<file path="src/rtl/soc_mux_ahb3.sv">
// Round-robin AHB3-Lite multi-master mux with lock/burst tenure and per-master address hold.
// Latency: owner passes through combinationally; a held (non-owner) request issues one cycle after capture at the earliest.
// Backpressure: a master with a pending hold sees HREADY low; target wait states freeze arbitration and the data phase.
module soc_mux_ahb3 #(
  parameter int MASTERS = 2,
  parameter int XLEN    = 32,
  parameter int PLEN    = 32,
  localparam int SW     = XLEN >> 3
) (
  input  logic                           clk_i,
  input  logic                           rst_ni,
  input  logic [MASTERS-1:0]             m_hsel_i,
  input  logic [MASTERS-1:0][PLEN-1:0]   m_haddr_i,
  input  logic [MASTERS-1:0][XLEN-1:0]   m_hwdata_i,
  input  logic [MASTERS-1:0]             m_hwrite_i,
  input  logic [MASTERS-1:0][2:0]        m_hsize_i,
  input  logic [MASTERS-1:0][2:0]        m_hburst_i,
  input  logic [MASTERS-1:0][SW-1:0]     m_hprot_i,
  input  logic [MASTERS-1:0][1:0]        m_htrans_i,
  input  logic [MASTERS-1:0]             m_hmastlock_i,
  output logic [MASTERS-1:0][XLEN-1:0]   m_hrdata_o,
  output logic [MASTERS-1:0]             m_hready_o,
  output logic [MASTERS-1:0]             m_hresp_o,
  output logic                           s_hsel_o,
  output logic [PLEN-1:0]                s_haddr_o,
  output logic [XLEN-1:0]                s_hwdata_o,
  output logic                           s_hwrite_o,
  output logic [2:0]                     s_hsize_o,
  output logic [2:0]                     s_hburst_o,
  output logic [SW-1:0]                  s_hprot_o,
  output logic [1:0]                     s_htrans_o,
  output logic                           s_hmastlock_o,
  input  logic [XLEN-1:0]                s_hrdata_i,
  input  logic                           s_hready_i,
  input  logic                           s_hresp_i
);

  localparam int IW = $clog2(MASTERS);
  localparam logic [1:0] HTRANS_IDLE   = 2'b00;
  localparam logic [2:0] HBURST_SINGLE = 3'b000;

  typedef struct packed {
    logic [PLEN-1:0] addr;
    logic            write;
    logic [2:0]      size;
    logic [2:0]      burst;
    logic [SW-1:0]   prot;
    logic [1:0]      trans;
    logic            lock;
  } hdr_t;

  hdr_t               live   [MASTERS];
  hdr_t               hold_q [MASTERS];
  hdr_t               src;
  logic [MASTERS-1:0] req;
  logic [MASTERS-1:0] capture;
  logic [MASTERS-1:0] pending_q, pending_d;
  logic [IW-1:0]      owner_q, owner_d, downer_q;
  logic               dvalid_q;
  logic               src_req;
  logic               keep;

  function automatic logic [IW-1:0] rr_idx(input logic [IW-1:0] base, input int k);
    int s;
    s = (int'(base) + k) % MASTERS;
    return IW'(s);
  endfunction

  always_comb begin
    for (int i = 0; i < MASTERS; i++) begin
      live[i] = '{addr:  m_haddr_i[i],  write: m_hwrite_i[i], size: m_hsize_i[i],
                  burst: m_hburst_i[i], prot:  m_hprot_i[i],  trans: m_htrans_i[i],
                  lock:  m_hmastlock_i[i]};
      req[i]  = m_hsel_i[i] & m_htrans_i[i][1];
    end
  end

  // A pending owner always has a valid held request, so the hold wins over live inputs.
  always_comb begin
    src     = pending_q[owner_q] ? hold_q[owner_q] : live[owner_q];
    src_req = pending_q[owner_q] | req[owner_q];
  end

  always_comb begin
    s_hsel_o      = src_req & rst_ni;
    s_haddr_o     = src.addr;
    s_hwrite_o    = src.write;
    s_hsize_o     = src.size;
    s_hburst_o    = src.burst;
    s_hprot_o     = src.prot;
    s_htrans_o    = (src_req & rst_ni) ? src.trans : HTRANS_IDLE;
    s_hmastlock_o = src.lock & rst_ni;
    s_hwdata_o    = m_hwdata_i[downer_q];
  end

  always_comb begin
    for (int i = 0; i < MASTERS; i++) begin
      m_hrdata_o[i] = s_hrdata_i;
      if (dvalid_q && downer_q == IW'(i)) begin
        m_hready_o[i] = s_hready_i;
        m_hresp_o[i]  = s_hresp_i;
      end else begin
        m_hready_o[i] = ~pending_q[i];
        m_hresp_o[i]  = 1'b0;
      end
    end
  end

  always_comb begin
    for (int i = 0; i < MASTERS; i++) begin
      capture[i]   = req[i] & m_hready_o[i] & ((owner_q != IW'(i)) | ~s_hready_i);
      pending_d[i] = pending_q[i];
      if (capture[i])
        pending_d[i] = 1'b1;
      else if (owner_q == IW'(i) && s_hready_i)
        pending_d[i] = 1'b0;
    end
  end

  // Tenure: locked transfers and unfinished bursts keep the grant with the current owner.
  always_comb begin
    keep    = src.lock | ((src.burst != HBURST_SINGLE) & (src.trans != HTRANS_IDLE));
    owner_d = owner_q;
    if (s_hready_i && !keep) begin
      for (int k = MASTERS; k >= 1; k--) begin
        if (pending_d[rr_idx(owner_q, k)])
          owner_d = rr_idx(owner_q, k);
      end
    end
  end

  always_ff @(posedge clk_i or negedge rst_ni) begin
    if (!rst_ni) begin
      pending_q <= '0;
      owner_q   <= '0;
      downer_q  <= '0;
      dvalid_q  <= 1'b0;
      for (int i = 0; i < MASTERS; i++)
        hold_q[i] <= '0;
    end else begin
      pending_q <= pending_d;
      owner_q   <= owner_d;
      for (int i = 0; i < MASTERS; i++)
        if (capture[i])
          hold_q[i] <= live[i];
      if (s_hready_i) begin
        dvalid_q <= src_req;
        downer_q <= owner_q;
      end
    end
  end

endmodule

</file>
<file path="config.mk">
export PLATFORM = sky130hd
export DESIGN_NAME = soc_mux_ahb3
export DESIGN_NICKNAME = d
export VERILOG_FILES = /design/src/rtl/soc_mux_ahb3.sv
export SDC_FILE = /design/constraint.sdc
export NUM_CORES = 1
export LEC_CHECK = 0
export ABC_AREA = 1
export BUFFER_PORTS_ARGS = -buffer_cell sky130_fd_sc_hd__buf_2
export CORE_AREA = 3 3 132 134
export CTS_CLUSTER_SIZE = 12
export DETAILED_ROUTE_END_ITERATION = 10
export DIE_AREA = 0 0 135 137
export PLACE_DENSITY_LB_ADDON = 0.15
export SYNTH_ARGS = -nofsm -noshare
export SYNTH_HDL_FRONTEND = slang
export SYNTH_SLANG_ARGS = --single-unit
</file>
<file path="constraint.sdc">
create_clock -name clk_i -period 1.8 [get_ports clk_i]
set_input_delay 0.36 -clock clk_i [delete_from_list [all_inputs] [get_ports clk_i]]
set_output_delay 0.36 -clock clk_i [all_outputs]
set_load 0.02 [all_outputs]
</file>
==> results.cfg, run 1 <==
[run_status]
status = finished, violations left
violations = setup timing

[sta]
finalHoldViolCount = 0
fmax_mhz = 471
setup_slack_ns = -0.322
slew_headroom_pct = 63.6
finalSetupViolCount = 93
period_minus_slack_ns = 2.12
worstMarginPinSlew_ns = 0.546
hold_ws_ns = 0.0951
clock_skew_ns = 0.00904
drv_slew = 0
fin_crit_sh_pct = 118
rsz0062_at_grt = true
finalSetupTns_ns = -18.21

[routing]
drt-total-wl_mm = 22.0
first_pass_iters = 4
drt-initial-drc-count = 221
wl_per_cell_um = 16.6
post-route-drc-count = 0
avgViaCountPerCell = 4.76
final_antenna_net_count = 0
vias = 6304

[clock_tree]
cts_tree = built
clkSlewWorstSetupHoldPaths_ns = 0.07
htreeDepth = 3
clock_path_buffers = 2
cts_root_buf = clkbuf_16
cts_hold_buf = 0
numCtsBuffers = 9
clk_latency_ns = 0.35
cts_sinks = 97

[yosys]
synth-simple-area-share_pct = 21.5
yosys_warnings = 0
synth_top_family_by_area = simple AND/OR/NAND/NOR gates
synth.yosys.seq_area_share_pct = 39.0
synth_area_leaders = dfrtp_1 (39%), nand2_1 (20%), o21ai_0 (11%)
postSynthCellCount = 898
yosys_register_bits = 97
yosysTopAreaCellShare_pct = 39.0
synthMuxAreaShare_pct = 0.181
synth.cell_area_um2 = 6220
synth_xor_area_share_pct = 0
synth_cell_type_count = 21
yosysTopAreaCell = dfrtp_1
avgSynthCellArea_um2 = 6.92
synthesis.nets = 1092
synth_compound_area_share_pct = 19.4
synthAdderAreaFrac_pct = 0

[critical_path]
required_ns = 1.44
rr_endpoint = hold_q[86]
startpoint_type = flip-flop
worst-r2r-setup-slack_ns = -0.15
rr_startpoint = owner_q
end_kind = output pin
worstRegToRegCells = 11
path_max_fanout = 8
arrival_ns = 1.76
crit_type = flip-flop to output pin

[floorplan]
die_y_um = 137
die_x_um = 135
die_area_um2 = 18500
io_pins = 341
rows = 47
core_um2 = 16400
start_util_pct = 37.9

[pwr]
seq_power_share_pct = 20.4
p_sw_share_pct = 45.6
p_leak_nw = 4.67
p_int_w = 0.00979
switchingPower_w = 0.00820
power.density_nw_per_um2 = 2040
p_comb_share_pct = 69.6
p_clk_share_pct = 9.9
vdd_ir_drop_max_mv = 1.30
power_w = 0.0180

[min_path]
hold_class = input pin to asynchronous set/reset pin

[cells_and_area]
area_delta_synth_final_pct = 41.6
fillCellCount = 1597
nets = 1294
antenna_cells = 0
fin_util_pct = 53.7
drive_above_1_share_pct = 36.6

[placement]
numPortBuffers = 244
place.gp.congestion = 0.755
post-dp-hpwl_mm = 13.8

[global_route]
grt_pass1_wl_mm = 31.3
antenna_found_initial = 1
grt_pass1_vias = 5817
grt-ovfl-total = 0
grt_max_degree = 98
grt.total_usage_pct = 21.8

[job]
cap_violations = 0
==> cells by family after synthesis <==
group	after synthesis
flip-flops	97
multiplexers	1
buffers and inverters	230
AO/OA/AOI/OAI	221
AND/OR/NAND/NOR	349
==> stage by stage <==
step,worst slack [ns],std cells,cell area [um2]
after floorplan,0.000242,898,6240
after global placement,0.0392,1262,7240
after detailed placement,-0.00353,1262,7240
after CTS,-0.310,1312,8420
after global routing,-0.422,1325,8810
final,-0.322,1325,8810
==> worst max path at each step <==
stage,from,to,slack [ns],cells after the start
after floorplan,owner_q,s_htrans_o[1],0.0002,8
final,owner_q,s_haddr_o[22],-0.32,7
after global routing,owner_q,s_htrans_o[1],-0.42,9
after global placement,owner_q,s_htrans_o[1],0.04,7
after detailed placement,owner_q,s_htrans_o[1],-0.004,8
after CTS,owner_q,s_htrans_o[1],-0.31,9
==> power by group through the flow <==
| stage | Clock [W] | Combinational (W) | Sequential (W) |
|---|---|---|---|
| after CTS | 0.00183 | 0.0120 | 0.00364 |
| after floorplan | 0 | 0.00633 | 0.00351 |
| after global routing | 0.00192 | 0.0136 | 0.00378 |
| final | 0.00179 | 0.0125 | 0.00367 |
| after detailed placement | 0 | 0.00881 | 0.00364 |
| after global placement | 0 | 0.00877 | 0.00360 |
==> what timing repair did <==
action                                  in CTS  in global routing
cloned                                      12                  8
endpoints found under the setup margin      79                105
resized for setup                          144                 68
pin swaps                                   53                 11
buffers inserted                            22                  5
==> worst max-delay path, stage by stage, from the launching register on <==
cell and delay [ns]:
dfrtp_2 0.49, inv_6 0.06, buf_12 0.14, buf_12 0.15
buf_16 0.15, o211ai_1 0.21, o21ai_2 0.09, buf_6 0.13
==> final cells by class <==
cell class | count | area [um2] | share of cell area, %
multi-input combinational | 571 | 2840 | 32.3
timing repair buffer | 311 | 2570 | 29.2
sequential | 97 | 2430 | 27.6
inverter | 110 | 425 | 4.83
tap | 220 | 275 | 3.13
clock buffer | 12 | 236 | 2.69
clock inverter | 4 | 28.8 | 0.327
==> placed cells by master, fill, tap and decap left out, types with 2 or more instances in the layout <==
cell type   count
buf_12         20
buf_16         12
buf_2         199
buf_4          45
buf_6          26
buf_8           2
clkbuf_1        3
clkbuf_16      15
clkinvlp_4      2
dfrtp_1        95
dfrtp_2         2
inv_1         104
inv_2           3
inv_6           2
nand2_1       299
nand2_2        30
nand2_4         4
nand3_1         3
nand3_2         3
nor2_1          4
nor2_4          2
o211ai_1       40
o21ai_0        62
o21ai_1        90
o21ai_2        24
o21ai_4         2
==> state kept, by name (all words and copies together) (netlist names) <==
name and count:
downer_q 1, dvalid_q 1, hold_q 92, owner_q 1, pending_q 2
==> synthesized netlist by cell type <==
master	instances
dfrtp_1	97
inv_2	1
nand2_4	1
clkbuf_2	1
nand2_2	3
buf_2	20
buf_4	68
or2_1	1
nand3_1	7
o21ai_0	142
inv_1	106
mux2_2	1
o21ai_1	36
a21oi_1	2
inv_4	3
a31oi_1	1
nor2_1	7
buf_6	11
o211ai_1	40
nand2_1	330
clkbuf_1	20
==> metal layers <==
| metal | vias to the layer above | routed length (um) | track usage (%) |
|---|---|---|---|
| li1 | 3177 | - | - |
| met1 | 2874 | 9140 | 27.2 |
| met2 | 221 | 11000 | 38.0 |
| met3 | 30 | 1560 | 5.88 |
| met4 | 2 | 278 | 4.65 |
| met5 | - | 7 | 0 |
Power figures use the tool's default switching activity.
==> run 2, diff against run 1 <==
- CORE_AREA: 3 3 132 134 -> 3 3 133 135
- DIE_AREA: 0 0 135 137 -> 0 0 136 138
==> results.cfg, run 2 (same netlist as run 1, synthesis figures left out) <==
[critical_path]
rr_startpoint = owner_q
rr_endpoint = owner_q
crit_start = owner_q
crit_path_end = s_haddr_o[31]
crit_type = flip-flop to output pin
worst-r2r-setup-slack_ns = 0.08
startpoint_type = flip-flop
path_cells = inv_4, nand2_4, nand2_8, buf_12, buf_12, o211ai_1, o21ai_1, buf_4
path_common_cell = buf_12
path_max_fanout = 8
worstRegToRegCells = 13
end_kind = output pin
critical_path.max_stage_delay_ns = 0.45
crit_slowest_cell = dfrtp_2
arrival_ns = 1.71
required_ns = 1.44

[floorplan]
rows = 47
io_pins = 341
die_y_um = 138
start_util_pct = 37.5
die_area_um2 = 18800
core_um2 = 16600
die_x_um = 136

[cells_and_area]
fin_util_pct = 49.3
drive_above_1_share_pct = 30.6
reg.largest.list = hold_q x92, pending_q x2
final_common_cell = nand2_1
area_delta_synth_final_pct = 31.4
layout_common_cells = nand2_1 (323), buf_2 (194), inv_1 (104), o21ai_0 (104), dfrtp_1 (95)
regMostFlops = hold_q
largest_reg_flops = 92
nets = 1269
final_area_um2 = 8170
fillCellCount = 1746

[global_route]
antenna_found_initial = 4
grt-ovfl-total = 0
grt_max_degree = 98
grt.total_usage_pct = 20.3
grt_pass1_vias = 5691
grt_pass1_wl_mm = 30.5

[sta]
slew_headroom_pct = 64.6
rsz0062_at_grt = true
finalSetupTns_ns = -10.64
clock_skew_ns = 0.00622
setup_slack_ns = -0.275
fin_crit_sh_pct = 115
drv_slew = 0
fmax_mhz = 482
finalHoldViolCount = 0
finalSetupViolCount = 47
period_minus_slack_ns = 2.07
worstMarginPinSlew_ns = 0.532

[pwr]
power.density_nw_per_um2 = 2010
vdd_ir_drop_max_mv = 1.04
p_leak_nw = 4.40

[routing]
final_antenna_net_count = 0
avgViaCountPerCell = 4.64
wl_per_cell_um = 15.6
vias = 6043
drt-initial-drc-count = 286
drt-total-wl_mm = 20.3
first_pass_iters = 5
post-route-drc-count = 0

[placement]
placed_area_um2 = 7310
post-dp-hpwl_mm = 14.3
place.gp.congestion = 0.785
dp_slack_ns = 0.0261
numPortBuffers = 244

[clock_tree]
htreeDepth = 3
cts_root_buf = clkbuf_16
cts_hold_buf = 0
cts_tree = built
cts_sinks = 97
clock_path_buffers = 2
numCtsBuffers = 9
clk_latency_ns = 0.34
clkSlewWorstSetupHoldPaths_ns = 0.06

[min_path]
hold_class = input pin to asynchronous set/reset pin

[job]
cap_violations = 0

[run_status]
violations = setup timing
status = finished, violations left
-- run 2: cell count changes in the layout (fill, tap and decap cells not counted), moves of 3 or more --
cell / before / now
buf_2: 199 / 194
buf_4: 45 / 57
o21ai_2: 24 / 4
nand3_1: 3 / 6
nand2_1: 299 / 323
buf_12: 20 / 16
o21ai_1: 90 / 70
o21ai_0: 62 / 104
nand2_2: 30 / 8
diode_2: 0 / 3
nand3_2: 3 / 0
buf_16: 12 / 4
buf_6: 26 / 9
-- run 2: what timing repair did --
action                                  4_1_cts  5_1_grt
cloned                                        3        5
hold endpoints to repair                      0        0
gates resized for setup                      65       23
endpoints found under the setup margin       81       67
setup buffers                                 4        3
pin swaps                                     3        5
-- run 2: layout make-up --
cell class / instances / area (um2) / share of cell area (%)
multi-input cells: 571 / 2650 / 32.4
flip-flops and latches: 97 / 2430 / 29.7
repair buffers: 286 / 2090 / 25.6
inverters: 110 / 430 / 5.27
well taps: 220 / 275 / 3.37
clock buffers: 11 / 233 / 2.85
clock inverters: 5 / 56.3 / 0.689
diodes: 3 / 7.51 / 0.0919
-- run 2: worst min-delay path by stage --
stage,start,cells past startpoint,endpoint,slack (ns)
after global routing,rst_ni,2,hold_q[59],0.16
after floorplan,rst_ni,0,downer_q,0.06
after CTS,rst_ni,2,hold_q[59],0.14
after detailed placement,hold_q[48],2,hold_q[48],0.45
after global placement,hold_q[2],1,hold_q[2],0.45
final,rst_ni,2,hold_q[88],0.12
-- run 2: layer usage --
metal | up-vias | routed length, um | GRT usage (%)
met5 | - | 13 | 0
met4 | 2 | 282 | 6.10
met3 | 17 | 1400 | 4.51
met2 | 214 | 10200 | 35.2
met1 | 2694 | 8410 | 25.3
li1 | 3116 | - | -
-- run 2: metrics by stage --
| step | power, W | cells | hold WS [ns] |
|---|---|---|---|
| global route | 0.0178 | 1303 | 0.160 |
| detailed placement | 0.0126 | 1269 | 0.452 |
| CTS | 0.0159 | 1292 | 0.142 |
| finish | 0.0164 | 1303 | 0.118 |
| global placement | 0.0125 | 1269 | 0.448 |
| floorplan | 0.00984 | 898 | 0.0644 |
-- run 2: worst max-delay path: cells and delay by family, from the launching register on --
kind                   cells  cell delay [ns]
buffers and inverters      4             0.55
AND/OR/NAND/NOR            2             0.20
AO/OA/AOI/OAI              2             0.17
flip-flops                 1             0.45
-- run 2: report_power, final --
group,switching [W],internal (W),leakage (nW)
clock network,0.000834,0.00108,0.140
registers,0.000432,0.00319,1.19
logic,0.00620,0.00467,3.07
total,0.00747,0.00894,4.40
==> run 3, diff against run 2 <==
- SKIP_CTS_REPAIR_TIMING: not set -> 1
- clock period: 1.8 -> 2.6 ns (I/O delays scaled with it)
==> results.cfg, run 3 (same netlist as run 1, synthesis figures left out) <==
[sta]
fin_crit_sh_pct = 92.6
hold_ws_ns = 0.247
finalSetupTns_ns = 0
period_minus_slack_ns = 2.41
slew_headroom_pct = 47.8
worstMarginPinSlew_ns = 0.784
finalHoldViolCount = 0
drv_slew = 0
fmax_mhz = 415
clock_skew_ns = 0.00720
finalSetupViolCount = 0
rsz0062_at_grt = false

[floorplan]
rows = 47
core_um2 = 16600
io_pins = 341
die_x_um = 136
die_area_um2 = 18800
start_util_pct = 37.5
die_y_um = 138

[clock_tree]
cts_tree = built
clock_path_buffers = 2
cts_sinks = 97
htreeDepth = 3
clkSlewWorstSetupHoldPaths_ns = 0.07
clk_latency_ns = 0.35
numCtsBuffers = 9
cts_root_buf = clkbuf_16

[cells_and_area]
area_delta_synth_final_pct = 20.6
regMostFlops = hold_q
largest_reg_flops = 92
reg.largest.list = hold_q x92, pending_q x2
nets = 1245
layout_common_cells = nand2_1 (330), buf_2 (243), o21ai_0 (142)
antenna_cells = 0
final_common_cell = nand2_1
drive_above_1_share_pct = 27.4

[critical_path]
path_cells = inv_8, nand2_1, nand2_2, buf_6, o211ai_1, o21ai_0, buf_2
startpoint_type = flip-flop
path_max_fanout = 23
required_ns = 2.08
crit_slowest_cell = dfrtp_2
end_kind = output pin
crit_buf_inv = 3
path_delay_family = buffers and inverters
crit_type = flip-flop to output pin
critical_path.max_stage_delay_ns = 0.49
worst-r2r-setup-slack_ns = 0.65
arrival_ns = 1.89

[routing]
drt-total-wl_mm = 19.5
wl_per_cell_um = 15.3
vias = 5989
final_antenna_net_count = 0
avgViaCountPerCell = 4.69
post-route-drc-count = 0
drt-initial-drc-count = 288
first_pass_iters = 5

[global_route]
grt_pass1_vias = 5695
grt_pass1_wl_mm = 29.7
grt-ovfl-total = 0
grt.total_usage_pct = 19.9
antenna_found_initial = 1
grt_max_degree = 64

[placement]
numPortBuffers = 244
post-dp-hpwl_mm = 14.3
place.gp.congestion = 0.786

[pwr]
p_leak_nw = 4.14
vdd_ir_drop_max_mv = 0.619
power.density_nw_per_um2 = 1320
power_w = 0.00994

[job]
cap_violations = 0

[run_status]
status = complete, no violations

[min_path]
hold_class = input pin to asynchronous set/reset pin
run 3: cell types whose count changed in the layout (fill, tap and decap cells not counted), moves of 4 or more:
cell     previous run  this run
buf_2             194       243
buf_4              57        12
o21ai_0           104       142
o21ai_1            70        36
buf_12             16         3
buf_6               9         1
nand2_1           323       330
nand2_2             8         3
nor2_1              3         7
o21ai_2             4         0
run 3: worst register-to-register path, delay by kind of cell, from the launching register on:
family	cells	cell delay, ns
compound gates	1	0.08
simple gates	4	0.49
flops	1	0.49
buf+inv	4	0.82
run 3: final timing paths:
check	from	to	cells past startpoint
worst min register to register	hold_q[57]	hold_q[57]	2
worst min-delay path	rst_ni	hold_q[89]	2
max in group asynchronous	rst_ni	owner_q	3
worst max register to register	owner_q	hold_q[4]	9
worst max-delay path	owner_q	s_hsize_o[0]	7
min in group clk_i	m_hmastlock_i[1]	hold_q[0]	3
run 3: where the power goes:
part	switching [W]	leakage [nW]	internal [W]
clock network	0.000608	0.171	0.000949
registers	0.000301	1.19	0.00221
logic	0.00388	2.78	0.00199
run 3: cell type report:
class / count / area, um2
Clock buffer: 9 / 225
Multi-Input combinational cell: 571 / 2570
Timing Repair Buffer: 262 / 1460
Inverter: 110 / 425
Sequential cell: 97 / 2430
Tap cell: 220 / 275
Clock inverter: 7 / 121
Fill cell: 1826 / 9080
run 3: layer usage:
layer	vias to the layer above	GRT usage (%)	part of all wire (%)
met5	-	0	0
met4	0	4.77	1.3
met3	26	5.38	7.6
met2	225	35.4	51
met1	2676	23.7	40
li1	3062	-	-
run 3: per-stage QoR:
step / instances / setup WS, ns / utilization [%] / area (um2)
2_1_floorplan: 898 / 0.416 / - / 6220
3_3_place_gp: 1258 / 0.532 / 42.7 / 7090
3_5_place_dp: 1258 / 0.500 / 42.7 / 7090
4_1_cts: 1274 / 0.103 / 44.8 / 7430
5_1_grt: 1276 / 0.00592 / 45.2 / 7500
6_report: 1276 / 0.192 / 45.2 / 7500
